$ cat src/rtl/mmio_uart_tx.sv
// Memory-mapped 8N1 UART transmitter: a byte FIFO fed by core stores, a programmable
// baud divisor, and a four-state serialiser driving the idle-high tx line.
module mmio_uart_tx #(
  parameter logic [31:0] BASE_ADDR  = 32'h1000_0000,
  parameter int          FIFO_DEPTH = 4,
  parameter logic [15:0] DIV_RESET  = 16'd868
) (
  input  logic        clk,
  input  logic        rst,
  input  logic        memwrite,
  input  logic [31:0] aluresult,
  input  logic [31:0] writedata,
  output logic        sel,
  output logic [31:0] rdata,
  output logic        tx
);

  localparam int PTR_W = $clog2(FIFO_DEPTH);
  localparam int CNT_W = PTR_W + 1;

  typedef enum logic [1:0] {S_IDLE, S_START, S_DATA, S_STOP} state_e;

  state_e           state_q, state_d;
  logic [PTR_W-1:0] wptr_q, wptr_d, rptr_q, rptr_d;
  logic [CNT_W-1:0] cnt_q, cnt_d;
  logic             ovf_q, ovf_d;
  logic [15:0]      div_q, div_d;
  logic [15:0]      act_div_q, act_div_d;
  logic [15:0]      baud_q, baud_d;
  logic [2:0]       bit_q, bit_d;
  logic [7:0]       shift_q, shift_d;
  logic [7:0]       fifo_q [FIFO_DEPTH];

  logic       wr_en, push, push_ok, pop, full, empty, busy, bit_end;
  logic [1:0] reg_addr;
  logic       unused_bits;

  assign sel         = (aluresult[31:4] == BASE_ADDR[31:4]);
  assign reg_addr    = aluresult[3:2];
  assign wr_en       = memwrite & sel;
  assign full        = (cnt_q == CNT_W'(FIFO_DEPTH));
  assign empty       = (cnt_q == '0);
  assign busy        = (state_q != S_IDLE);
  assign push        = wr_en && (reg_addr == 2'd0);
  // Fullness uses the pre-edge count, so a same-cycle pop never rescues a push.
  assign push_ok     = push && !full;
  assign pop         = (state_q == S_IDLE) && !empty;
  assign bit_end     = (baud_q == act_div_q - 16'd1);
  assign unused_bits = ^{aluresult[1:0], writedata[31:16]};

  always_comb begin
    rdata = '0;
    if (sel) begin
      case (reg_addr)
        2'd1:    rdata = {28'd0, ovf_q, busy, empty, full};
        2'd2:    rdata = {16'd0, div_q};
        default: rdata = '0;
      endcase
    end
  end

  always_comb begin
    case (state_q)
      S_START: tx = 1'b0;
      S_DATA:  tx = shift_q[0];
      default: tx = 1'b1;
    endcase
  end

  always_comb begin
    state_d   = state_q;
    wptr_d    = wptr_q;
    rptr_d    = rptr_q;
    cnt_d     = cnt_q;
    ovf_d     = ovf_q;
    div_d     = div_q;
    act_div_d = act_div_q;
    baud_d    = baud_q;
    bit_d     = bit_q;
    shift_d   = shift_q;

    if (push_ok) wptr_d = wptr_q + PTR_W'(1);
    if (push && full) begin
      ovf_d = 1'b1;
    end else if (wr_en && (reg_addr == 2'd1) && writedata[3]) begin
      ovf_d = 1'b0;
    end
    if (wr_en && (reg_addr == 2'd2)) begin
      div_d = (writedata[15:0] == 16'd0) ? 16'd1 : writedata[15:0];
    end

    case (state_q)
      S_IDLE: begin
        if (pop) begin
          shift_d   = fifo_q[rptr_q];
          rptr_d    = rptr_q + PTR_W'(1);
          act_div_d = div_q;
          baud_d    = '0;
          bit_d     = '0;
          state_d   = S_START;
        end
      end
      S_START: begin
        baud_d = baud_q + 16'd1;
        if (bit_end) begin
          baud_d  = '0;
          state_d = S_DATA;
        end
      end
      S_DATA: begin
        baud_d = baud_q + 16'd1;
        if (bit_end) begin
          baud_d  = '0;
          shift_d = {1'b0, shift_q[7:1]};
          bit_d   = bit_q + 3'd1;
          if (bit_q == 3'd7) state_d = S_STOP;
        end
      end
      S_STOP: begin
        baud_d = baud_q + 16'd1;
        if (bit_end) begin
          baud_d  = '0;
          state_d = S_IDLE;
        end
      end
      default: state_d = S_IDLE;
    endcase

    case ({push_ok, pop})
      2'b10:   cnt_d = cnt_q + CNT_W'(1);
      2'b01:   cnt_d = cnt_q - CNT_W'(1);
      default: cnt_d = cnt_q;
    endcase
  end

  always_ff @(posedge clk) begin
    if (rst) begin
      state_q <= S_IDLE;
      wptr_q  <= '0;
      rptr_q  <= '0;
      cnt_q   <= '0;
      ovf_q   <= 1'b0;
      div_q   <= DIV_RESET;
      baud_q  <= '0;
      bit_q   <= '0;
    end else begin
      state_q <= state_d;
      wptr_q  <= wptr_d;
      rptr_q  <= rptr_d;
      cnt_q   <= cnt_d;
      ovf_q   <= ovf_d;
      div_q   <= div_d;
      baud_q  <= baud_d;
      bit_q   <= bit_d;
    end
  end

  // Payload storage carries no reset; the pointers and count alone define FIFO contents.
  always_ff @(posedge clk) begin
    act_div_q <= act_div_d;
    shift_q   <= shift_d;
    if (push_ok) fifo_q[wptr_q] <= writedata[7:0];
  end

endmodule

$ cat config.mk
export PLATFORM = sky130hd
export DESIGN_NAME = mmio_uart_tx
export DESIGN_NICKNAME = d
export VERILOG_FILES = /design/src/rtl/mmio_uart_tx.sv
export SDC_FILE = /design/constraint.sdc
export NUM_CORES = 1
export LEC_CHECK = 0
export CAP_MARGIN = 20
export CORE_ASPECT_RATIO = 0.5
export CORE_MARGIN = 5
export CORE_UTILIZATION = 50
export CTS_CLUSTER_SIZE = 25
export DETAILED_ROUTE_END_ITERATION = 8
export GPL_TIMING_DRIVEN = 0
export PLACE_DENSITY = 0.83
export SLEW_MARGIN = 40
export SYNTH_ARGS = -nofsm -noshare
export SYNTH_HDL_FRONTEND = slang
export SYNTH_SLANG_ARGS = --single-unit
$ cat constraint.sdc
create_clock -name clk -period 7 [get_ports clk]
set_clock_uncertainty 0.2 [all_clocks]
set_input_delay 1.4 -clock clk [delete_from_list [all_inputs] [get_ports clk]]
set_output_delay 1.4 -clock clk [all_outputs]
set_load 0.1 [all_outputs]
== Word-level counts from Yosys, hierarchy flattened ==
Memory sizes are Yosys's and may differ from the RTL's. A register that Yosys moved wholly into a read port is not among the register bits.
Index checks and enable logic that the tools add are counted.

* Eq/ne operators: 16
* Bitwise operators: 1
* Add/sub/neg operators: 7
* Multiplexer cells: 26
* Reductions and logical operators: 21

{| class="wikitable"
|+ Operator list
! kind !! count
|-
| 16-bit 2-to-1 mux || 4
|-
| 16-bit one-hot mux with 2 select lines || 2
|-
| 28-bit by 25-bit equality test with 1-bit output, second input constant || 1
|-
| 16-bit by 1-bit adder with 16-bit output, second input constant || 1
|-
| 16-bit equality test || 1
|-
| 16-bit zero test || 1
|-
| 8-bit 2-to-1 mux || 2
|-
| 8-bit one-hot mux with 2 select lines || 1
|-
| 16-bit by 1-bit subtractor with 16-bit output, second input constant || 1
|-
| 2-bit 2-to-1 mux || 7
|-
| 3-bit one-hot mux with 2 select lines || 2
|-
| 2-bit != test, second input constant || 5
|-
| 2-bit equality test, second input constant || 4
|-
| 2-bit one-hot mux with 4 select lines || 1
|-
| 2-bit nonzero test || 4
|-
| 1-bit logical AND || 7
|-
| 3-bit by 1-bit adder with 3-bit output, second input constant || 2
|-
| 2-bit by 1-bit equality test with 1-bit output, second input constant || 3
|-
| 3-bit equality test, second input constant || 2
|-
| 3-bit 2-to-1 mux || 2
|-
| 5-bit AND reduction || 1
|-
| 2-bit by 1-bit adder with 2-bit output, second input constant || 2
|-
| 2-bit zero test || 2
|-
| 1-bit 2-to-1 mux || 4
|-
| 8 further kinds || 9
|}

* Input port bits: 67
* Flip-flop bits (word level): 69
* Memories kept: 1
* Memory bits (writable): 32

{| class="wikitable"
|+ Memories
! memory !! depth !! width !! read ports !! clocked after Yosys merged registers in !! wr ports !! RTL line !! RTL
|-
| fifo_q || 4 || 8 || 1 || 1 || 1 || 32 || <nowiki>logic [7:0] fifo_q [FIFO_DEPTH];</nowiki>
|}

== Longest topological paths before layout ==
* Word-level depth: 6
* Gate-level depth with buffers: 13
* Gate-level depth less buffers: 12

== Least setup slack after synthesis ==
Ideal clock, no wire load.

* Path type: in2out
* Start point: input port aluresult[10]
* End point: output port rdata[0]
* Cell stages on the path: 6
* Buffers on the path: 1
* Required time: 5.400 ns
* Arrival time: 4.600 ns
* Path slack: 0.800 ns
* Cell sequence: nor4_1 > nand4_1 > nor2_1 > clkbuf_1 > nand2_1 > nor2_1

* Cells in the longest elaborated chain, start to end: 2

{| class="wikitable"
|+ RTL lines
! element !! RTL line !! RTL
|-
| from (decl) || 11 || <nowiki>input logic [31:0] aluresult,</nowiki>
|-
| 28-bit by 25-bit equality test with 1-bit output || 38 || <nowiki>assign sel = (aluresult[31:4] == BASE_ADDR[31:4]);</nowiki>
|-
| net sel || 13 || <nowiki>output logic sel,</nowiki>
|-
| 16-bit 2-to-1 mux || 53 || <nowiki>if (sel) begin</nowiki>
|-
| to (decl) || 14 || <nowiki>output logic [31:0] rdata,</nowiki>
|}

The timed path passes the listed nets, and every way through them passes these cells.

== Worst setup path in the final report ==
* Start point: input port aluresult[26]
* End point: output port rdata[0]

* Cells in the longest elaborated chain, start to end: 2

{| class="wikitable"
|+ RTL lines
! element !! RTL line
|-
| 28-bit by 25-bit equality test with 1-bit output || 38
|-
| 16-bit 2-to-1 mux || 53
|}

No other way between the ends.

==> impl_metrics.json <==
{
  "leakage_nw": 2.34,
  "yosys.area.top_type": "edfxtp_1",
  "ioPinCount": 101,
  "path_class": "input port to primary output",
  "relSlewSlack": 0.492,
  "path_clk_slew_ns": 0.07,
  "worstPathArrival_ns": 3.83,
  "dpl_worst_slack_ns": 1.60,
  "clock_latency_ns": 0.35,
  "hold_viol": 0,
  "fin_cells": 736,
  "layout_commonest_cell": "edfxtp_1",
  "final_util": 0.620,
  "cts-root-buf": "clkbuf_16",
  "place_area_um2": 6040,
  "postCtsSetupRepairBufs": 0,
  "synth_warnings": 0,
  "wl_per_cell_um": 15.9,
  "worst_pin_slew_ns": 0.757,
  "synth_edf_count": 56,
  "critPathMaxFanout": 10,
  "min_path_type": "register to register",
  "fp.dieW_um": 155,
  "ir_drop_mv": 0.122,
  "start_kind": "input port",
  "drc": 0,
  "drtAntennaViolNets": 0,
  "synth_flop_cell": "edfxtp_1",
  "synth_cell_types": 65,
  "yosysSeqAreaShare": 0.500,
  "critical_path.endpoint_type": "primary output",
  "tns_ns": 0,
  "start_util": 0.513,
  "gr-usage-all-layers": 0.192,
  "diodes": 0,
  "grt_max_degree": 20,
  "worst_slack_ns": 1.57,
  "cts_tree": "yes",
  "num_rows": 26,
  "fmax_mhz": 184,
  "critical_path_required_ns": 5.40,
  "clk_path_buf_depth": 2,
  "viasPerCell": 5.43,
  "dieArea_um2": 12800,
  "core_um2": 10200,
  "portBuffers": 65,
  "cts_hold_buf": 0,
  "area_delta_synth_final_pct": 20.8,
  "via_count": 3998,
  "synth-async-reset-ratio": 0,
  "drt_wl_total_um": 11700,
  "yosys-top-cells-area": "edfxtp_1, dfxtp_1, ha_1, nand2_1, mux4_2",
  "cts_buffers": 9,
  "synth_top_area_frac": 0.321,
  "grt_pass1_wl_um": 19300,
  "gp_congestion": 0.821,
  "rsz0062_at_grt": "no",
  "placedCellCount": 720,
  "setup-violations-final": 0,
  "die_y_um": 82.4,
  "cts.sinks": 103,
  "synth-seq-cells": 103,
  "antenna_found_initial": 0,
  "fin_crit_ns": 5.43,
  "synth_cells": 500,
  "grt_overflow": 0,
  "drt-pass1-iter-count": 6,
  "grt_pass1_vias": 3977,
  "maxSlewViolCount": 0,
  "cap_violations": 0,
  "final_cell_mix": "edfxtp_1, nand2_1, dfxtp_1, clkdlybuf4s50_1, nor2_1",
  "drive_above_1_share": 0.141,
  "finalInstanceArea_um2": 6330,
  "status": "complete, no violations",
  "n_fill_cell": 807,
  "drtIter0Drc": 325,
  "timing.final.crit_share": 0.775,
  "syn_area_um2": 5250,
  "powerDensity_nw_per_um2": 191,
  "fin_nets": 676,
  "h-tree-depth": 3,
  "post_synth.cell_area_avg_um2": 10.5,
  "dp_hpwl_um": 8770,
  "cts_resized": 0
}
==> cells in the mapped netlist (5+ instances only) <==
cell type,number
edfxtp_1,56
nand2_1,54
dfxtp_1,47
nor2_1,35
a21oi_1,32
clkbuf_1,19
and3_1,18
inv_1,18
ha_1,17
buf_4,16
nor4_1,13
xnor2_1,13
nand3_1,11
o21ai_1,10
xor2_1,9
mux2i_1,8
mux4_2,8
nor3_1,8
a31oi_1,7
mux2_2,7
nand2b_1,7
nand3b_1,7
and2_1,6
nor2b_1,5
o21ai_0,5
or3_1,5
==> layer usage <==
metal	track usage	vias to the layer above	wire length, um
met5	0	-	0
met4	0.0573	0	197
met2	0.326	148	5490
li1	-	1952	-
met1	0.250	1882	5120
met3	0.0442	16	877
==> kinds of logic after synthesis <==
family | after synthesis | share of synthesized area
adders and majority gates | 18 | 0.0444
and+or+nand+nor | 189 | 0.193
muxes | 23 | 0.0646
AOI/OAI and AO/OA | 85 | 0.103
DFF | 103 | 0.500
buffers and inverters | 59 | 0.0573
other | 1 | 0.000715
xor gates and xnor gates | 22 | 0.0367
==> per-stage QoR <==
step           total power, W  hold slack, ns
3_5_place_dp         0.000738           0.241
4_1_cts               0.00122           0.258
3_3_place_gp         0.000738           0.238
5_1_grt               0.00125           0.285
2_1_floorplan        0.000704           0.222
6_report              0.00121           0.265
==> where the power goes <==
part	total (W)	leakage (nW)	internal, W	switching, W
Sequential	0.000633	0.857	0.000633	0.0000000920
Clock	0.000486	0.139	0.000251	0.000235
Combinational	0.0000922	1.34	0.0000344	0.0000578
Total	0.00121	2.34	0.000919	0.000293
==> state kept, by name (all words and copies together) (netlist names), 2 cells and up, named ones only <==
register   flops
fifo_q        32
act_div_q     16
baud_q        16
div_q         16
shift_q        8
bit_q          3
cnt_q          3
rptr_q         2
state_q        2
wptr_q         2
==> final cells by class <==
cell class	count	area [um^2]	area share
buffer	41	233	0.0367
timing repair buffer	65	561	0.0885
clock inverter	6	61.3	0.00968
sequential	103	2620	0.414
multi-input combinational	353	2390	0.377
clock buffer	10	229	0.0361
inverter	18	67.6	0.0107
tap	140	175	0.0277
==> worst max-delay path, cell delays in order <==
cell	delay [ns]
clkdlybuf4s50_1	0.41
nor4b_1	0.30
nand3_1	0.14
nor2_1	0.38
clkbuf_1	0.36
nand2_1	0.21
nor2_1	0.17
buf_2	0.45
==> path summary, 6_finish.rpt <==
kind	slack [ns]	start	cells after the start	to
hold reg to reg	0.26	div_q[9]	0	act_div_q[9]
setup reg to reg	3.25	act_div_q[0]	11	shift_q[5]
setup / recovery	1.57	aluresult[26]	8	rdata[0]
hold / removal	0.26	div_q[9]	0	act_div_q[9]
No activity file was read; power rests on OpenSTA's default activity.
==> RTL change (same flow settings) <==
Change the parameter `FIFO_DEPTH` from 4 to 8.
--- a/src/rtl/mmio_uart_tx.sv
+++ b/src/rtl/mmio_uart_tx.sv
@@ -2,7 +2,7 @@
 // baud divisor, and a four-state serialiser driving the idle-high tx line.
 module mmio_uart_tx #(
   parameter logic [31:0] BASE_ADDR  = 32'h1000_0000,
-  parameter int          FIFO_DEPTH = 4,
+  parameter int          FIFO_DEPTH = 8,
   parameter logic [15:0] DIV_RESET  = 16'd868
 ) (
   input  logic        clk,
Check against the original RTL: not equivalent (a bounded check fails within 10 cycles, from zero or initial values and one cycle with rst high).
==> RTL change against the original RTL <==
- final cell count rose by 14%
- synthesized area rose by 24%
- critical path depth did not move
- wire length rose by 26%
- maximum frequency fell by 1.3%
- sequential cell count rose by 36
- first-iteration DRC count rose by 8.6%
- setup slack got worse by 0.071 ns
- final area rose by 26%
- critical path type unchanged
- critical endpoint is now rdata[2]
Power is not compared: it rests on default switching activity, and its combinational part moved more than twofold at a synthesized area within 25%.
==> RTL change: results (changes against the original RTL) <==
* Status: finished, final reports clean (unchanged)
* Post-DR vias/cell at 5.675 (was 5.432)
* Max stage delay on crit path at 0.48 ns (was 0.45 ns)
* Clk_lat worst skew at 0.43 ns (was 0.35 ns)
* Top area cells in the synthesized netlist: edfxtp_1 (40%), dfxtp_1 (16%), mux4_2 (5.5%) (was edfxtp_1 (32%), dfxtp_1 (18%), ha_1 (4.1%))
* M2 GR Usage at 33.38% (was 32.57%)
* Multi-input gate share of total cell area at 33.47% (was 37.67%)
* Family with the most delay on the worst path: simple AND/OR/NAND/NOR gates (was buffers and inverters)
* TAP cells at 170 (was 140)
* Synth unique cells at 55 (was 65)
* Seq area share at 45.81% (was 41.40%)
* Layout cells sized above 1 at 14.82% (was 14.09%)
* Multi-In Gates at 378 (was 353)
* Sink Count at 139 (was 103)
* Fillers at 944 (was 807)
* Nonclk inv count at 16 (was 18)
* R2R Setup Slk at 3.11 ns (was 3.25 ns)
* Mux cell area share after synthesis at 7.551% (was 6.465%)
* Hold Path Origin: div_q[8] (was div_q[9])
* Clk cell area share at 7.589% (was 4.582%)
* Compound-Gate Fraction of Synth Area at 8.126% (was 10.33%)
* Slew HR at 43.05% (was 49.18%)
* Synth cell count leaders: edfxtp_1 (88), nand2_1 (55), dfxtp_1 (51) (was edfxtp_1 (56), nand2_1 (54), dfxtp_1 (47))
* Worst Reg-to-Reg Cells at 8 (was 11)
* CP max-delay cell: nor2_1 (was buf_2)
* R2r endpoint: shift_q[0] (was shift_q[5])
* DRT met1 WL at 5789 um (was 5124 um)
* Post-synth EDFFs at 88 (was 56)
* Dpl hpwl at 10180 um (was 8775 um)
* First-pass GRT wire length at 23510 um (was 19300 um)
* Placed inst area at 7382 um^2 (was 6045 um^2)
* Total GRT Usage at 19.46% (was 19.16%)
* Post-layout utilization of the core at 62.79% (was 62.02%)
* Met1 GRT Util at 23.58% (was 24.97%)
* Overall routed net length at 14750 um (was 11690 um)
* Arr. time, crit path at 3.90 ns (was 3.83 ns)
* Setup Slack @ Placement at 1.579 ns (was 1.605 ns)
* Seq/Total Area, Yosys at 56.11% (was 50.00%)
* Max FFs per register at 64 (was 32)
* DR WL met3 at 1067 um (was 877 um)
* Met3 usage at 4.591% (was 4.425%)
* Worst hold endpoint: act_div_q[8] (was act_div_q[9])
* Data buffer area share at 9.717% (was 12.52%)
* Post-synthesis adder-cell area fraction at 3.565% (was 4.437%)
* Cells after DPL at 806 (was 720)
* RR Startpoint: act_div_q[8] (was act_div_q[0])
* DR WL/cell at 17.61 um (was 15.88 um)
* Vias in the first global route at 4559 (was 3977)
==> RTL change: cell types whose count changed in the layout (fill, tap and decap cells not counted), moves of 9 or more <==
cell,before,now
o21ai_0,5,24
a21o_1,2,12
o21ai_1,10,1
edfxtp_1,56,88
a21oi_1,32,19
==> RTL change: worst max path at each step <==
stage,from,slack (ns),endpoint,depth (start not counted)
finish,aluresult[5],1.50,rdata[2],8
global placement,aluresult[10],0.85,rdata[1],8
floorplan,aluresult[10],0.80,rdata[0],6
global route,aluresult[5],1.39,rdata[1],8
detailed placement,aluresult[5],1.58,rdata[2],8
CTS,aluresult[5],1.52,rdata[2],8
==> RTL change: where the power goes <==
| part | internal, mW | switching [mW] | leakage [nW] | total (mW) |
|---|---|---|---|---|
| Combinational | 0.0750 | 0.171 | 1.43 | 0.245 |
| Sequential | 0.893 | 0.0141 | 1.18 | 0.907 |
| Clock | 0.488 | 0.431 | 0.299 | 0.919 |
| Total | 1.46 | 0.615 | 2.90 | 2.07 |
